$ cat config.mk
export PLATFORM = sky130hd
export DESIGN_NAME = bullet_pool
export DESIGN_NICKNAME = d
export VERILOG_FILES = /design/src/rtl/bullet_pkg.sv /design/src/rtl/bullet_slot.sv /design/src/rtl/bullet_pool.sv
export SDC_FILE = /design/constraint.sdc
export NUM_CORES = 2
export LEC_CHECK = 0
export CORE_UTILIZATION = 33
export CTS_BUF_LIST = sky130_fd_sc_hd__clkbuf_4 sky130_fd_sc_hd__clkbuf_8
export DETAILED_ROUTE_END_ITERATION = 7
export HOLD_SLACK_MARGIN = 0.1
export PLACE_DENSITY_LB_ADDON = 0.25
export RECOVER_POWER = 100
export SLEW_MARGIN = 25
export SYNTH_ARGS = -nofsm -noshare
export SYNTH_HDL_FRONTEND = slang
export SYNTH_HIERARCHICAL = 1
export SYNTH_SLANG_ARGS = --single-unit
$ cat constraint.sdc
create_clock -name Clk -period 24.6 [get_ports Clk]
set_clock_uncertainty 0.05 [all_clocks]
set_input_delay 2.46 -clock Clk [delete_from_list [all_inputs] [get_ports Clk]]
set_output_delay 2.46 -clock Clk [all_outputs]
set_load 0.005 [all_outputs]
$ cat src/rtl/bullet_pkg.sv
// Shared types for the bullet pool: facing, per-slot state and the motion vector.
package bullet_pkg;

  typedef enum logic [1:0] {RIGHT = 2'd0, UP = 2'd1, LEFT = 2'd2, DOWN = 2'd3} dir_t;
  typedef enum logic [1:0] {IDLE = 2'd0, FLY = 2'd1, BOOM = 2'd2} slot_state_t;

  typedef struct packed {
    logic signed [9:0] dx;
    logic signed [9:0] dy;
  } motion_t;

  // Screen coordinates: y grows downward, so UP is a negative y step.
  function automatic motion_t motion_for(dir_t d, int step);
    motion_t m;
    m.dx = '0;
    m.dy = '0;
    case (d)
      RIGHT: m.dx = 10'(step);
      UP:    m.dy = -10'(step);
      LEFT:  m.dx = -10'(step);
      DOWN:  m.dy = 10'(step);
      default: ;
    endcase
    return m;
  endfunction

endpackage

$ cat src/rtl/bullet_slot.sv
// One projectile: FSM, position, life/boom counters and pixel coverage tests.
// Explosion state is built only when BULLET_POOL_BOOM_EN is defined.
module bullet_slot import bullet_pkg::*; #(
  parameter int SIZE        = 3,
  parameter int BOOM_SIZE   = 19,
  parameter int X_MIN       = 2,
  parameter int X_MAX       = 478,
  parameter int Y_MIN       = 20,
  parameter int Y_MAX       = 478,
  parameter int LIFE_FRAMES = 96,
  parameter int BOOM_FRAMES = 15
) (
  input  logic       Clk,
  input  logic       Reset,
  input  logic       tick,
  input  logic       load,
  input  logic       stop,
  input  logic [9:0] spawn_x,
  input  logic [9:0] spawn_y,
  input  motion_t    mv,
  input  logic [9:0] DrawX,
  input  logic [9:0] DrawY,
  output logic [9:0] x,
  output logic [9:0] y,
  output logic       fly,
  output logic       boom,
  output logic       is_bullet,
  output logic       is_boom
);

  localparam int LW = $clog2(LIFE_FRAMES + 1);
  localparam logic [LW-1:0] LIFE_LAST = LW'(LIFE_FRAMES - 1);
  localparam logic signed [10:0] XLO = 11'(X_MIN);
  localparam logic signed [10:0] XHI = 11'(X_MAX - SIZE);
  localparam logic signed [10:0] YLO = 11'(Y_MIN);
  localparam logic signed [10:0] YHI = 11'(Y_MAX - SIZE);
  localparam logic [22:0] R2 = 23'(SIZE * SIZE);
`ifdef BULLET_POOL_BOOM_EN
  localparam slot_state_t HIT_ST = BOOM;
`else
  localparam slot_state_t HIT_ST = IDLE;
`endif

  slot_state_t state, nstate;
  motion_t mv_q;
  logic [LW-1:0] life;
  logic signed [10:0] nx, ny, dx, dy;
  logic signed [21:0] dx2, dy2;
  logic [22:0] d2;
  logic oob, advance;

  // Widen to 11-bit signed so a step past 0 goes negative instead of wrapping.
  assign nx  = $signed({1'b0, x}) + $signed({mv_q.dx[9], mv_q.dx});
  assign ny  = $signed({1'b0, y}) + $signed({mv_q.dy[9], mv_q.dy});
  assign oob = (nx < XLO) || (nx > XHI) || (ny < YLO) || (ny > YHI);
  assign advance = (state == FLY) && tick && !stop && !oob;

  always_ff @(posedge Clk or posedge Reset) begin
    if (Reset) state <= IDLE;
    else       state <= nstate;
  end

`ifdef BULLET_POOL_BOOM_EN
  localparam int BW = $clog2(BOOM_FRAMES + 1);
  localparam logic [BW-1:0] BOOM_LAST = BW'(BOOM_FRAMES - 1);
  logic [BW-1:0] boom_cnt;

  always_ff @(posedge Clk or posedge Reset) begin
    if (Reset)                             boom_cnt <= '0;
    else if (state == FLY && nstate == BOOM) boom_cnt <= '0;
    else if (state == BOOM && tick)        boom_cnt <= boom_cnt + 1'b1;
  end
`endif

  always_comb begin
    nstate = state;
    case (state)
      IDLE: if (load) nstate = FLY;
      FLY: if (tick) begin
        if (stop || oob)             nstate = HIT_ST;
        else if (life == LIFE_LAST)  nstate = IDLE;
      end
`ifdef BULLET_POOL_BOOM_EN
      BOOM: if (tick && boom_cnt == BOOM_LAST) nstate = IDLE;
`endif
      default: nstate = IDLE;
    endcase
  end

  always_ff @(posedge Clk or posedge Reset) begin
    if (Reset) begin
      x    <= '0;
      y    <= '0;
      mv_q <= '0;
      life <= '0;
    end else if (load && state == IDLE) begin
      x    <= spawn_x;
      y    <= spawn_y;
      mv_q <= mv;
      life <= '0;
    end else if (advance) begin
      x    <= nx[9:0];
      y    <= ny[9:0];
      life <= life + 1'b1;
    end
  end

  assign dx  = $signed({1'b0, DrawX}) - $signed({1'b0, x});
  assign dy  = $signed({1'b0, DrawY}) - $signed({1'b0, y});
  assign dx2 = dx * dx;
  assign dy2 = dy * dy;
  assign d2  = {1'b0, dx2} + {1'b0, dy2};

  always_comb begin
    fly       = (state == FLY);
    is_bullet = fly && (d2 <= R2);
`ifdef BULLET_POOL_BOOM_EN
    boom    = (state == BOOM);
    is_boom = boom && (dx >= -11'(BOOM_SIZE / 2)) && (dx < 11'(BOOM_SIZE / 2))
                   && (dy >= -11'(BOOM_SIZE / 2)) && (dy < 11'(BOOM_SIZE / 2));
`else
    boom    = 1'b0;
    is_boom = 1'b0;
`endif
  end

endmodule

$ cat src/rtl/bullet_pool.sv
// Multi-shot projectile engine: frame tick sync, lowest-free-slot allocator, cooldown.
// Define BULLET_POOL_BOOM_EN to build the explosion state in every slot.
module bullet_pool import bullet_pkg::*; #(
  parameter int NUM_SLOTS       = 4,
  parameter int STEP            = 6,
  parameter int SIZE            = 3,
  parameter int BOOM_SIZE       = 19,
  parameter int X_MIN           = 2,
  parameter int X_MAX           = 478,
  parameter int Y_MIN           = 20,
  parameter int Y_MAX           = 478,
  parameter int COOLDOWN_FRAMES = 8,
  parameter int LIFE_FRAMES     = 96,
  parameter int BOOM_FRAMES     = 15
) (
  input  logic                          Clk,
  input  logic                          Reset,
  input  logic                          frame_clk,
  input  logic                          enable,
  input  logic                          fire,
  input  logic [1:0]                    dir,
  input  logic [9:0]                    spawn_x,
  input  logic [9:0]                    spawn_y,
  input  logic [NUM_SLOTS-1:0]          stop_bullet,
  input  logic [9:0]                    DrawX,
  input  logic [9:0]                    DrawY,
  output logic [NUM_SLOTS-1:0][9:0]     bullet_x,
  output logic [NUM_SLOTS-1:0][9:0]     bullet_y,
  output logic [NUM_SLOTS-1:0]          active_mask,
  output logic [NUM_SLOTS-1:0]          boom_mask,
  output logic                          fire_ack,
  output logic                          fire_drop,
  output logic                          is_bullet,
  output logic                          is_boom
);

  localparam int CW = $clog2(COOLDOWN_FRAMES + 1);

  logic [2:0] fs_pipe;
  logic tick, fire_q, fire_edge, ready, launch, drop, found;
  logic [CW-1:0] cd;
  logic [NUM_SLOTS-1:0] idle, load_oh, hit_b, hit_x;
  motion_t mv;

  // Two sync flops then one history flop for rising-edge detect.
  always_ff @(posedge Clk or posedge Reset) begin
    if (Reset) fs_pipe <= '0;
    else       fs_pipe <= {fs_pipe[1:0], frame_clk};
  end
  assign tick = fs_pipe[1] & ~fs_pipe[2];

  assign fire_edge = fire & ~fire_q;
  assign idle      = ~(active_mask | boom_mask);
  assign ready     = fire_edge & enable & (cd == '0);
  assign launch    = ready & (|idle);
  assign drop      = ready & ~(|idle);
  assign mv        = motion_for(dir_t'(dir), STEP);

  always_comb begin
    load_oh = '0;
    found   = 1'b0;
    for (int i = 0; i < NUM_SLOTS; i++) begin
      if (idle[i] && !found) begin
        load_oh[i] = launch;
        found      = 1'b1;
      end
    end
  end

  always_ff @(posedge Clk or posedge Reset) begin
    if (Reset) begin
      fire_q    <= 1'b0;
      cd        <= '0;
      fire_ack  <= 1'b0;
      fire_drop <= 1'b0;
    end else begin
      fire_q    <= fire;
      fire_ack  <= launch;
      fire_drop <= drop;
      if (launch)                cd <= CW'(COOLDOWN_FRAMES);
      else if (tick && cd != '0) cd <= cd - 1'b1;
    end
  end

  for (genvar i = 0; i < NUM_SLOTS; i++) begin : g_slot
    bullet_slot #(
      .SIZE(SIZE), .BOOM_SIZE(BOOM_SIZE),
      .X_MIN(X_MIN), .X_MAX(X_MAX), .Y_MIN(Y_MIN), .Y_MAX(Y_MAX),
      .LIFE_FRAMES(LIFE_FRAMES), .BOOM_FRAMES(BOOM_FRAMES)
    ) u_slot (
      .Clk(Clk), .Reset(Reset), .tick(tick), .load(load_oh[i]), .stop(stop_bullet[i]),
      .spawn_x(spawn_x), .spawn_y(spawn_y), .mv(mv),
      .DrawX(DrawX), .DrawY(DrawY),
      .x(bullet_x[i]), .y(bullet_y[i]),
      .fly(active_mask[i]), .boom(boom_mask[i]),
      .is_bullet(hit_b[i]), .is_boom(hit_x[i])
    );
  end

  assign is_bullet = enable & (|hit_b);
  assign is_boom   = enable & (|hit_x);

endmodule

==> run_results.csv <==
group,metric,value,unit
status,status,"finished, violations left",
status,violations,"capacitance limit, slew limit",
route,drt_first_iter_violations,2627,
route,via_per_inst,4.89,
placement,gp_congestion,0.900,
placement,dp_cells,8568,
critical_path,path_class,"in2out",
clock_tree,path_clk_slew,60,ps
global_route,first_global_vias,42986,
synthesis,synth_area,53700,um^2
die,dieWidth,405,um
global_route,grt.busiest_layer,"met2",
synthesis,yosys.area.top_type,"fa_1",
synthesis,syn_area_per_cell,8.47,um^2
cells_and_area,instances_no_fill,8636,
synthesis,synth_top_area_share,31.5,%
run,drv_cap,11,
clock_tree,postCtsSetupBuffers,0,
route,first_pass_iters,6,
placement,pre_cts_slack,6820,ps
placement,io_buffers,137,
global_route,antenna_found_initial,21,
critical_path,arrival,15300,ps
clock_tree,clock_sinks,202,
timing,slew_headroom,-82.3,%
clock_tree,clk_path_buf_depth,3,
synthesis,netlist_instances,6336,
timing,setup_ws,6790,ps
die,die-area,164000,um^2
synthesis,yosysWarnings,6,
route,wl_per_cell,17.8,um
synthesis,synth_most_common_cell,"inv_1",
synthesis,synthTopCellsByArea,"fa_1, ha_1, inv_1",
cells_and_area,fin_nets,7959,
clock_tree,cts_buffers,37,
timing,maxSlewViolCount,480,
critical_path,start_kind,"input port",
timing,tightest_slew,2740,ps
cells_and_area,layout-drive-gt1-share,3.01,%
clock_tree,cts_resized,0,
timing,setup_violations,0,
die,dieHeight,405,um
cells_and_area,syn2layout_area_growth,8.54,%
critical_path,startpoint,"DrawY[1]",
global_route,track_usage,18.9,%
timing,period_minus_slack,17810,ps
global_route,overflow,0,
global_route,grtUsageMet2,29.4,%
critical_path,end_kind,"output port",
clock_tree,h-tree-depth,2,
synthesis,synth.ff_latch_count,202,
global_route,grt_max_degree,58,
worst_hold_path,whs_endpoint,"fs_pipe[1]",
route,via_count,42210,
synthesis,synth_edf_count,0,
clock_tree,cts-root-buf,"clkbuf_8",
synthesis,synth_cell_types,108,
route,wl,153,mm
critical_path,worstPathRequired,22090,ps
placement,hpwl,131,mm
synthesis,synth_ff_type,"dfrtp_1",
worst_hold_path,worstHoldPathType,"reg2reg",
timing,hold_violations,0,
critical_path,ff2ff_path_depth,9,
worst_hold_path,worstHoldStart,"fs_pipe[0]",
clock_tree,cts_hold_buffers,0,
global_route,use_met1,27.0,%
die,start_util,33.3,%
synthesis,yosys-top-cells-count,"inv_1, fa_1, nand2_1",
clock_tree,cts_tree,"built",
route,drcViolationCount,0,
route,antenna_left,0,
timing,rsz0062_at_grt,"false",
synthesis,seq_area_frac_synth,9.42,%
die,rows,147,
critical_path,max_stage_delay,1100,ps
timing,fin_tns_setup,0,ps
clock_tree,clk_latency,610,ps
die,core,161000,um^2
worst_hold_path,whs_path_depth,0,
global_route,use_met3,3.43,%
synthesis,ys_async_sr_fraction,100,%
critical_path,slowest_stage,"dlygate4sd3_1",
timing,fin_crit_sh,72.4,%
global_route,grt_pass1_wl,243,mm
timing,fmax,56.2,MHz
critical_path,timing.rr.end,"g_slot[2].u_slot/x[7]",
critical_path,rrSetupSlack,19110,ps
die,pin_count,143,
critical_path,r2r_start,"cd[0]",
critical_path,crit_path_max_fanout,8,
area by class of cell:
type                    count  area, um^2
diodes                      5        12.5
clock buffers              54         674
fillers                 16813      103000
multi-input cells        4488       42300
clock inverters             9        82.6
inverters                1542        5790
well taps                2160        2700
repair buffers            176        1620
flip-flops and latches    202        5050
placed cells by master (no fill, tap or decap), drive strengths merged, types with 78 or more instances in the layout:
master	n
dlygate4sd3	89
xor2	104
nor2	467
xnor2	246
nor3	93
dfrtp	202
a21o	109
nand3	78
nand2	652
ha	617
a21oi	254
inv	1522
o21ai	141
fa	844
state kept, by name, indices dropped and copies added (netlist names):
signal / cells
g_slot.u_slot/mv_q: 80
g_slot.u_slot/x: 40
g_slot.u_slot/y: 40
g_slot.u_slot/life: 28
cd: 4
g_slot.u_slot/state: 4
fs_pipe: 3
fire_ack: 1
fire_drop: 1
fire_q: 1
cell families after synthesis:
| kind of cell | after synthesis | synth area share [%] |
|---|---|---|
| other | 5 | 0.0350 |
| AOI/OAI and AO/OA | 937 | 11.9 |
| and+or+nand+nor | 1689 | 14.6 |
| xor gates and xnor gates | 350 | 5.71 |
| adders and majority gates | 1461 | 45.8 |
| DFF | 202 | 9.42 |
| buffers and inverters | 1657 | 11.8 |
| muxes | 35 | 0.664 |
worst max path at each step:
| stage | end | slack [ps] | depth (start not counted) |
|---|---|---|---|
| floorplan | is_bullet | 10720 | 40 |
| global placement | is_bullet | 6980 | 42 |
| detailed placement | is_bullet | 6820 | 42 |
| CTS | is_bullet | 6760 | 42 |
| global route | is_bullet | 6070 | 42 |
| finish | is_bullet | 6790 | 42 |
metal layers:
layer / routed length, um / vias to the layer above
met4: 3760 / 24
li1: - / 20268
met1: 71200 / 20821
met2: 67800 / 936
met3: 10600 / 161
met5: 146 / -
through the flow:
| step | instance area (um^2) | util, % | hold slack [ps] |
|---|---|---|---|
| after floorplan | 53700 | - | 281 |
| after global placement | 57600 | 35.7 | 285 |
| after detailed placement | 57600 | 35.8 | 285 |
| after CTS | 58400 | 36.2 | 298 |
| after global routing | 58300 | 36.2 | 299 |
| final | 58300 | 36.2 | 297 |
worst max-delay path: cells and delay by family:
family          cells  cell delay [ps]
simple gates        7             2090
xor+xnor            2              750
compound gates     16             3610
buf+inv             9             2750
fa+ha+maj           8             3590
Power is left out: the tool's default activity adds up to more than one toggle a clock period on the data nets, which glitch-free logic cannot reach.
